**src/rtl/serial_chunk_adder.sv**
```systemverilog
// serial_chunk_adder: multi-cycle ripple adder that adds two WIDTH-bit operands
// CHUNK bits per clock, holding the inter-chunk carry in a register.
// Valid/ready handshake on both the operand and result sides.
// Optional feature macro: ADD_SUB_EN (adds the sub port; sub=1 computes a-b).
module serial_chunk_adder #(
  parameter int unsigned WIDTH = 8,
  parameter int unsigned CHUNK = 2
) (
  input  logic             clk,
  input  logic             resetn,
  input  logic             in_valid,
  output logic             in_ready,
  input  logic [WIDTH-1:0] a,
  input  logic [WIDTH-1:0] b,
  input  logic             cin,
`ifdef ADD_SUB_EN
  input  logic             sub,
`endif
  output logic             out_valid,
  input  logic             out_ready,
  output logic [WIDTH-1:0] sum,
  output logic             cout,
  output logic             ovf
);

  localparam int unsigned CHUNK_SAFE = (CHUNK < 1) ? 1 : CHUNK;
  localparam int unsigned NCHUNK     = WIDTH / CHUNK_SAFE;
  localparam int unsigned IDX_W      = (NCHUNK > 1) ? $clog2(NCHUNK) : 1;
  localparam logic [IDX_W-1:0] LAST_IDX = IDX_W'(NCHUNK - 1);

  // Reject parameter sets that do not split into whole chunks
  generate
    if (CHUNK < 1) begin : g_bad_chunk
      $error("serial_chunk_adder: CHUNK must be at least 1");
    end else if ((WIDTH % CHUNK_SAFE) != 0) begin : g_bad_width
      $error("serial_chunk_adder: WIDTH must be a multiple of CHUNK");
    end
  endgenerate

  typedef enum logic [1:0] {
    IDLE = 2'd0,
    RUN  = 2'd1,
    DONE = 2'd2
  } state_t;

  state_t           state_q;
  state_t           state_d;
  logic [WIDTH-1:0] a_q;
  logic [WIDTH-1:0] b_q;
  logic             carry_q;
  logic [IDX_W-1:0] idx_q;
  logic             sub_sel;
  logic [CHUNK-1:0] a_chunk;
  logic [CHUNK-1:0] b_chunk;
  logic [CHUNK:0]   chunk_sum;
  logic             msb_carry_in;
  logic             last_chunk;

`ifdef ADD_SUB_EN
  assign sub_sel = sub;
`else
  assign sub_sel = 1'b0;
`endif

  // State register
  always_ff @(posedge clk) begin
    if (!resetn) begin
      state_q <= IDLE;
    end else begin
      state_q <= state_d;
    end
  end

  // Next-state decode
  always_comb begin
    state_d = state_q;
    case (state_q)
      IDLE:    if (in_valid)   state_d = RUN;
      RUN:     if (last_chunk) state_d = DONE;
      DONE:    if (out_ready)  state_d = IDLE;
      default: state_d = IDLE;
    endcase
  end

  // Current chunk addition; carry into the MSB recovered from the MSB sum bit
  always_comb begin
    a_chunk      = a_q[idx_q*CHUNK +: CHUNK];
    b_chunk      = b_q[idx_q*CHUNK +: CHUNK];
    chunk_sum    = (CHUNK+1)'(a_chunk) + (CHUNK+1)'(b_chunk) + (CHUNK+1)'(carry_q);
    msb_carry_in = chunk_sum[CHUNK-1] ^ a_chunk[CHUNK-1] ^ b_chunk[CHUNK-1];
    last_chunk   = (idx_q == LAST_IDX);
  end

  // Operand capture, per-chunk accumulation and registered handshake outputs
  always_ff @(posedge clk) begin
    if (!resetn) begin
      a_q       <= '0;
      b_q       <= '0;
      carry_q   <= 1'b0;
      idx_q     <= '0;
      sum       <= '0;
      cout      <= 1'b0;
      ovf       <= 1'b0;
      in_ready  <= 1'b1;
      out_valid <= 1'b0;
    end else begin
      in_ready  <= (state_d == IDLE);
      out_valid <= (state_d == DONE);
      case (state_q)
        IDLE: begin
          if (in_valid) begin
            a_q     <= a;
            b_q     <= sub_sel ? ~b : b;
            carry_q <= sub_sel ? 1'b1 : cin;
            idx_q   <= '0;
          end
        end
        RUN: begin
          sum[idx_q*CHUNK +: CHUNK] <= chunk_sum[CHUNK-1:0];
          carry_q                   <= chunk_sum[CHUNK];
          if (last_chunk) begin
            cout <= chunk_sum[CHUNK];
            ovf  <= msb_carry_in ^ chunk_sum[CHUNK];
          end else begin
            idx_q <= idx_q + IDX_W'(1);
          end
        end
        default: ;
      endcase
    end
  end

endmodule

```
**config.mk**
```make
export PLATFORM = sky130hd
export DESIGN_NAME = serial_chunk_adder
export DESIGN_NICKNAME = d
export VERILOG_FILES = /design/src/rtl/serial_chunk_adder.sv
export SDC_FILE = /design/constraint.sdc
export NUM_CORES = 1
export LEC_CHECK = 0
export ABC_CLOCK_PERIOD_IN_PS = 3900
export CAP_MARGIN = 30
export CELL_PAD_IN_SITES_DETAIL_PLACEMENT = 1
export CELL_PAD_IN_SITES_GLOBAL_PLACEMENT = 2
export CORE_MARGIN = 2
export CORE_UTILIZATION = 33
export CTS_CLUSTER_SIZE = 14
export DETAILED_ROUTE_END_ITERATION = 10
export GPL_TIMING_DRIVEN = 1
export PLACE_DENSITY = 0.83
export SLEW_MARGIN = 20
export SYNTH_ARGS = -nofsm -noshare
export SYNTH_HDL_FRONTEND = slang
export SYNTH_SLANG_ARGS = --single-unit
export TNS_END_PERCENT = 30
```
**constraint.sdc**
```tcl
create_clock -name clk -period 3.9 [get_ports clk]
set_input_delay 0.39 -clock clk [delete_from_list [all_inputs] [get_ports clk]]
set_output_delay 0.39 -clock clk [all_outputs]
set_load 0.03 [all_outputs]
```
### Word level (Yosys, flattened, before mapping)

Index checks and enable logic that the tools add are counted.

* flip-flop bits (word level): 33
* input bits: 21
* output and inout port bits: 12
* word-level logic and storage cells: 44

* add/sub/neg operators: 4
* equality and inequality tests: 6
* shifts and indexed selects: 4
* multiplexer cells: 10
* bitwise gates (word level): 3
* reductions and logical operators: 7

Operators by type and width (number)
* $neg A3 Y34: 1
* $shift A2 B34 Y8 const A: 1
* $shiftx A2 B34 Y8: 1
* $shiftx A8 B4 Y2: 2
* $mux W2: 5
* $bwmux W8: 1
* $eq A2 B2 Y1 const B: 3
* $pmux W2 S3: 1
* $reduce_and A2 Y1: 3
* $logic_not A2 Y1: 2
* $ne A2 B2 Y1 const B: 2
* $pmux W2 S2: 1
* $add A2 B2 Y3: 1
* $add A3 B1 Y3: 1
* $reduce_and A3 Y1: 1
* $xor A1 B1 Y1: 3
* $add A2 B1 Y2 const B: 1
* $eq A2 B1 Y1 const B: 1
* $pmux W1 S2: 1
* $reduce_bool A2 Y1: 1
* $mux W1: 1

### Depth between registers and ports, before layout

Gate-level depths: netlist of the first run.

* depth in word-level cells: 6
* depth in mapped cells: 7
* mapped depth without buffers: 6

### Worst setup path after synthesis of the first run

No wires, ideal clock.

* path type: register to register
* start point: reg idx_q[0]
* end point: reg ovf
* library setup time: 0.070 ns
* arrival time: 2.571 ns
* required time: 3.830 ns
* slack: 1.259 ns
* stages on the path, launching flop included: 8
* path buffers: 1
* clock period less this slack: 2.641 ns
* cell sequence: dfxtp_1 > buf_6 > mux4_1 > fa_1 > fa_1 > xor2_1 > xnor3_1 > a21oi_1

* longest elaborated chain between the ends: 6
* elaborated cells between the ends (all ways): 9
* classes of those cells: add/sub (2); eq/ne (1); shift (2); bitwise (3); reduce/logical (1)

RTL lines
* start, declared: line 51 `logic [IDX_W-1:0] idx_q;`
* start signal, assigned: line 125 `idx_q <= idx_q + IDX_W'(1);`
* $shiftx A8 B4 Y2 (on tied branches): line 87, 88
* $add A2 B2 Y3: line 89 `chunk_sum = (CHUNK+1)'(a_chunk) + (CHUNK+1)'(b_chunk) + (CHUNK+1)'(carry_q);`
* $add A3 B1 Y3: line 89
* $xor A1 B1 Y1 (2 in series): line 90 `msb_carry_in = chunk_sum[CHUNK-1] ^ a_chunk[CHUNK-1] ^ b_chunk[CHUNK-1];`
* $xor A1 B1 Y1: line 123 `ovf <= msb_carry_in ^ chunk_sum[CHUNK];`
* end signal, assigned: line 123
* end, declared: line 23 `output logic ovf`

Several ways; a longest one is shown, not always the timed one.
A chain may end at the register's enable or synchronous reset.

### Worst setup path after layout of the first run

Same ends and word-level chain as after synthesis.

==> results of run 1 <==
[layer usage]
| layer | part of all wire | vias to the layer above |
|---|---|---|
| met5 | 0 | - |
| met4 | 0.016 | 0 |
| met3 | 0.036 | 7 |
| met2 | 0.52 | 26 |
| met1 | 0.42 | 604 |
| li1 | - | 622 |
[worst min-delay path: stages (launching register included)]
cell,delay (ns)
dfxtp_1,0.31
nand2_1,0.05
a21boi_0,0.06
[placed cells by master, fill, tap and decap left out, types with 3 or more instances in the layout]
master / Yosys / final
nand3b_1: 5 / 5
clkbuf_8: 0 / 6
clkdlybuf4s50_1: 0 / 32
and3b_1: 3 / 3
nor3b_1: 3 / 3
nor2_1: 4 / 4
ha_1: 6 / 6
nand2_1: 36 / 36
a32oi_1: 4 / 4
dfxtp_1: 33 / 33
nand4_1: 4 / 4
nor2b_1: 6 / 6
a21boi_0: 22 / 22
o21a_1: 3 / 3
[synth_stat cells (2+ instances only)]
cell | number | area [sq um]
ha_1 | 6 | 75.1
a21boi_0 | 22 | 165
nand2_1 | 36 | 135
mux4_1 | 2 | 52.6
fa_1 | 2 | 40.0
o21ai_0 | 2 | 10.0
a32oi_1 | 4 | 35.0
nand3b_1 | 5 | 37.5
buf_2 | 4 | 20.0
nor3b_1 | 3 | 22.5
dfxtp_1 | 33 | 661
inv_1 | 2 | 7.51
nor2_1 | 4 | 15.0
o21a_1 | 3 | 22.5
nor2b_1 | 6 | 37.5
clkbuf_1 | 5 | 18.8
nand4_1 | 4 | 25.0
mux4_2 | 2 | 45.0
and3b_1 | 3 | 26.3
or3b_2 | 2 | 17.5
[metrics by stage]
stage | std cells | utilization
3_3_place_gp | 238 | 0.412
5_1_grt | 247 | 0.436
2_1_floorplan | 162 | -
4_1_cts | 246 | 0.433
6_report | 247 | 0.436
3_5_place_dp | 239 | 0.414
[layout make-up]
type,instances,share of cell area
Multi-Input combinational cell,117,0.425
Sequential cell,33,0.325
Timing Repair Buffer,34,0.171
Clock buffer,7,0.0425
Tap cell,54,0.0333
Inverter,2,0.00369
[registers in the layout (all words and copies together) (netlist names)]
register   cells
a_q            8
b_q            8
sum            8
idx_q          2
state_q        2
carry_q        1
cout           1
in_ready       1
out_valid      1
ovf            1
[power breakdown]
group / switching [mW] / leakage, nW / internal, mW / total [mW]
clock: 0.114 / 0.0443 / 0.140 / 0.254
sequential: 0.0152 / 0.269 / 0.353 / 0.368
combinational: 0.0549 / 0.440 / 0.0623 / 0.117
[cells by family (layout without fill, tap and decap cells)]
| family | count (synthesis) | in the layout | share of synthesized area |
|---|---|---|---|
| adders and majority gates | 8 | 8 | 0.0728 |
| AOI/OAI and AO/OA | 33 | 33 | 0.156 |
| DFF | 33 | 33 | 0.418 |
| and+or+nand+nor | 69 | 69 | 0.229 |
| muxes | 5 | 5 | 0.0680 |
| buffers and inverters | 12 | 43 | 0.0364 |
| xor gates and xnor gates | 2 | 2 | 0.0198 |
[final timing paths]
path	startpoint	endpoint	slack, ns	cells after the start
worst min register to register	sum[6]	sum[6]	0.46	2
worst max-delay path	idx_q[0]	ovf	0.94	6
worst max register to register	idx_q[0]	ovf	0.94	6
worst min-delay path	sum[6]	sum[6]	0.46	2
==> impl_metrics.yaml, run 1 <==
die:
  ios: 33
  dieArea_sq_mm: 0.00536
  num_rows: 25
  die_w_um: 73.2
  start_util: 0.339
  fp.dieH_um: 73.2
  core_sq_mm: 0.00466
synthesis:
  yosysSeqAreaShare: 0.418
  synth-main-ff-cell: "dfxtp_1"
  yosys_warnings: 0
  netlist_area_sq_mm: 0.00158
  synth.distinct_cells: 32
  synth-edff-count: 0
  syn_nets: 191
  postSynthAreaPerCell_sq_um: 9.76
  ys_seq_elements: 33
  netlist_instances: 162
  synth_async_sr_flop_share: 0
power_and_ir_drop:
  power_leakage_nw: 0.754
  power.density_mw_per_mm2: 364
  ir_drop_mv: 0.166
  power_uw: 739
final_layout:
  final_nets: 222
  syn_to_final_growth_pct: 28.5
  multi_input_area_sq_um: 863
  drive_gt1_frac: 0.0777
  regArea_sq_um: 661
  post-route-cell-area_sq_mm: 0.00203
  diodes: 0
  nFillCells: 529
worst_setup_path:
  path_buf_inv: 0
  crit_type: "flop to flop"
  cp_max_fo: 13
  endpoint_kind: "flop"
  worst_setup_path_start_kind: "flop"
  critPathMostFrequentCell: "fa_1"
  required_ns: 4.11
  max_stage_delay_ns: 0.64
  path_cells: "mux4_1, fa_1, fa_1, xor2_1, xnor3_1, a21oi_1"
  cp.arrival_ns: 3.16
  crit_family: "adder cells"
  critPathSlowestCell: "mux4_1"
timing:
  min_period_over_period: 0.758
  rsz0062_at_grt: "no"
  fmax_mhz: 338
  timing.final.crit_period_ns: 2.96
  finalMaxSlewViolations: 0
  max_slew.worst_pin.slew_ns: 0.655
  hold_slack_ns: 0.462
  finClkSkew_ns: 0.00549
  setup_violations: 0
  finalWorstSetupSlack_ns: 0.943
  finalHoldViolCount: 0
  relSlewSlack: 0.561
  final.setup.tns_ns: 0
route:
  first_pass_iters: 4
  drtAntennaViolNets: 0
  post_drt_wl_per_cell_um: 14.7
  drc: 0
  wl_mm: 3.62
  vias: 1259
  routed_via_density: 5.10
  drtIter0Drc: 72
clock_tree:
  cts_tree: "built"
  cts_num_sinks: 33
  ctsResizeCount: 0
  ctsHoldBuffers: 0
  clk_pin_slew_ns: 0.06
  cts_root_buffer: "clkbuf_8"
  cts_buffers: 5
  clk_path_buf_depth: 2
  clk_latency_ns: 0.28
  post_cts_buffers: 0
  htree_levels: 2
global_routing:
  grt_use_met3: 0.0345
  grt_use_total: 0.151
  grt_remaining_overflow: 0
  grt_pass1_wl_mm: 6.09
  use_met2: 0.268
  use_met1: 0.175
  gr-max-usage-layer: "met2"
  grt_pass1_vias: 1302
  grt_max_degree: 34
  antenna_found_initial: 0
worst_hold_path:
  hold_class: "flop to flop"
placed_design:
  io_buffers: 32
  hpwl_mm: 2.75
  dpl_cell_area_sq_mm: 0.00193
  gp_congestion: 0.765
  pre_cts_slack_ns: 0.935
run:
  max_cap_violations: 0
run_status:
  status: "complete, no violations"
Power figures use the tool's default switching activity.
==> run 2, diff against run 1 <==
ABC_CLOCK_PERIOD_IN_PS = 2700   (was 3900)
CORE_UTILIZATION = 28   (was 33)
PLACE_DENSITY = 0.75   (was 0.83)
clock period = 2.7 ns   (was 3.9 ns; I/O delays follow)
==> run 2 against run 1 <==
Clock skew about the same. Critical path type unchanged. Worst setup slack worse by 0.80 ns. Total power rose by 52%. Die area is 17% higher. Flip-flop and latch count unchanged. Maximum frequency increased by 16%. Via count up 1.8%. Final area increased by 2.5%. Critical path depth stayed put. Final cell count grew 8.9%.
==> impl_metrics.yaml, run 2 (synthesized netlist as in run 1, its figures left out) <==
final_layout:
  final_cell_mix: "nand2_1, dfxtp_1, clkdlybuf4s50_1"
  largest_registers: "a_q x8, b_q x8, sum x8"
  post-route-cell-area_sq_mm: 0.00208
  syn_to_final_growth_pct: 31.6
  final_nets: 225
  finish.utilization: 0.380
  diodes: 0
  final_common_cell: "nand2_1"
  drive_gt1_frac: 0.107
die:
  core_sq_mm: 0.00547
  num_rows: 27
  dieArea_sq_mm: 0.00627
  start_util: 0.289
  die_w_um: 79.2
  ios: 33
  fp.dieH_um: 79.2
power_and_ir_drop:
  power.density_mw_per_mm2: 538
  power.clock.fraction: 0.372
  sw_frac_of_total: 0.257
  power_mw: 1.12
  p_int_uw: 833
  power_leakage_nw: 0.776
  p_comb_frac: 0.159
  p_sw_uw: 288
  sequentialPowerShare: 0.469
  ir_drop_mv: 0.188
timing:
  finClkSkew_ns: 0.00592
  relSlewSlack: 0.447
  timing.final.crit_period_ns: 2.56
  finalHoldViolCount: 0
  max_slew.worst_pin.slew_ns: 0.827
  min_period_over_period: 0.948
  setup_violations: 0
  finalWorstSetupSlack_ns: 0.142
  fmax_mhz: 391
  final.setup.tns_ns: 0
  finalMaxSlewViolations: 0
  rsz0062_at_grt: "no"
worst_setup_path:
  critPathMostFrequentCell: "fa_1"
  cp_num_cells: 6
  crit_path_start: "idx_q[0]"
  worst_setup_path_start_kind: "flop"
  worstReg2RegStart: "idx_q[0]"
  max_stage_delay_ns: 0.59
  reg2reg_to: "ovf"
  critPathSlowestCell: "mux4_1"
  reg2reg_depth: 6
  crit_family: "adder cells"
  reg2reg_slack_ns: 0.14
  cp.arrival_ns: 2.78
  endpoint: "ovf"
  path_cells: "mux4_1, fa_1, fa_1, xor2_1, xnor3_1, a21oi_1"
  required_ns: 2.92
  crit_type: "flop to flop"
  path_buf_inv: 0
  cp_max_fo: 4
  endpoint_kind: "flop"
placed_design:
  dpl_cell_area_sq_mm: 0.00198
  pre_cts_slack_ns: 0.0872
  hpwl_mm: 2.73
  io_buffers: 32
  gp_congestion: 0.737
route:
  drtIter0Drc: 23
  routed_via_density: 4.77
  wl_met1_mm: 1.59
  highest_layer: "met4"
  drtAntennaViolNets: 0
  wl_met2_mm: 1.84
  wl_mm: 3.64
  post_drt_wl_per_cell_um: 13.5
  first_pass_iters: 4
  drc: 0
  vias: 1282
  wl_met3_um: 156
clock_tree:
  cts_num_sinks: 33
  clk_path_buf_depth: 2
  ctsHoldBuffers: 0
  cts_root_buffer: "clkbuf_8"
  clk_latency_ns: 0.29
  htree_levels: 2
  cts_buffers: 5
  clk_pin_slew_ns: 0.07
  cts_tree: "built"
worst_hold_path:
  hold_class: "flop to flop"
global_routing:
  grt_max_degree: 27
  antenna_found_initial: 0
  grt_remaining_overflow: 0
  grt_pass1_wl_mm: 6.35
  grt_use_total: 0.131
  grt_pass1_vias: 1388
run:
  max_cap_violations: 0
run_status:
  status: "complete, no violations"
run 2: cell count changes in the layout (fill, tap and decap cells not counted):
cell,delta
buf_4,+5
dfxtp_2,+1
clkinv_2,+1
clkbuf_1,-1
dfxtp_1,-1
buf_6,-1
clkbuf_8,+1
buf_8,-1
run 2: repair_timing:
item | 4_1_cts | 5_1_grt
setup endpoints to repair | 0 | 1
gates resized for setup | 0 | 1
buffers inserted | 0 | 0
run 2: power by group through the flow:
stage	clock network, mW	registers [mW]	logic [mW]
finish	0.417	0.526	0.178
global route	0.453	0.530	0.199
CTS	0.427	0.527	0.181
detailed placement	0	0.538	0.180
global placement	0	0.537	0.175
floorplan	0	0.535	0.110
run 2: metrics by stage:
stage | hold WS [ns] | std cells
final | 0.464 | 269
after global routing | 0.499 | 269
after CTS | 0.473 | 269
after detailed placement | 0.463 | 261
after global placement | 0.454 | 261
after floorplan | 0.415 | 162
run 2: tightest hold or removal path, delay by kind of cell (launching register included):
kind	cells	cell delay, ns
AO/OA/AOI/OAI	1	0.06
flip-flops	1	0.31
AND/OR/NAND/NOR	1	0.05
run 2: worst min path at each step:
| stage | from | endpoint | slack [ns] | cells after the start |
|---|---|---|---|---|
| global placement | sum[2] | sum[2] | 0.45 | 2 |
| detailed placement | sum[3] | sum[3] | 0.46 | 2 |
| global route | b_q[7] | b_q[7] | 0.50 | 2 |
| CTS | sum[3] | sum[3] | 0.47 | 2 |
| floorplan | a[6] | a_q[6] | 0.41 | 2 |
| finish | sum[3] | sum[3] | 0.46 | 2 |
run 2: final cells by class:
cell class	instances	area [sq um]
clock inverters	1	5.00
multi-input cells	117	863
clock buffers	7	96.3
well taps	72	90.1
repair buffers	37	358
inverters	2	7.51
fillers	644	3390
flip-flops and latches	33	662
run 2: routing by layer:
metal / global-route usage / vias up
met4: 0.0431 / 0
li1: - / 630
met5: 0 / -
met3: 0.0409 / 7
met2: 0.226 / 31
met1: 0.153 / 614
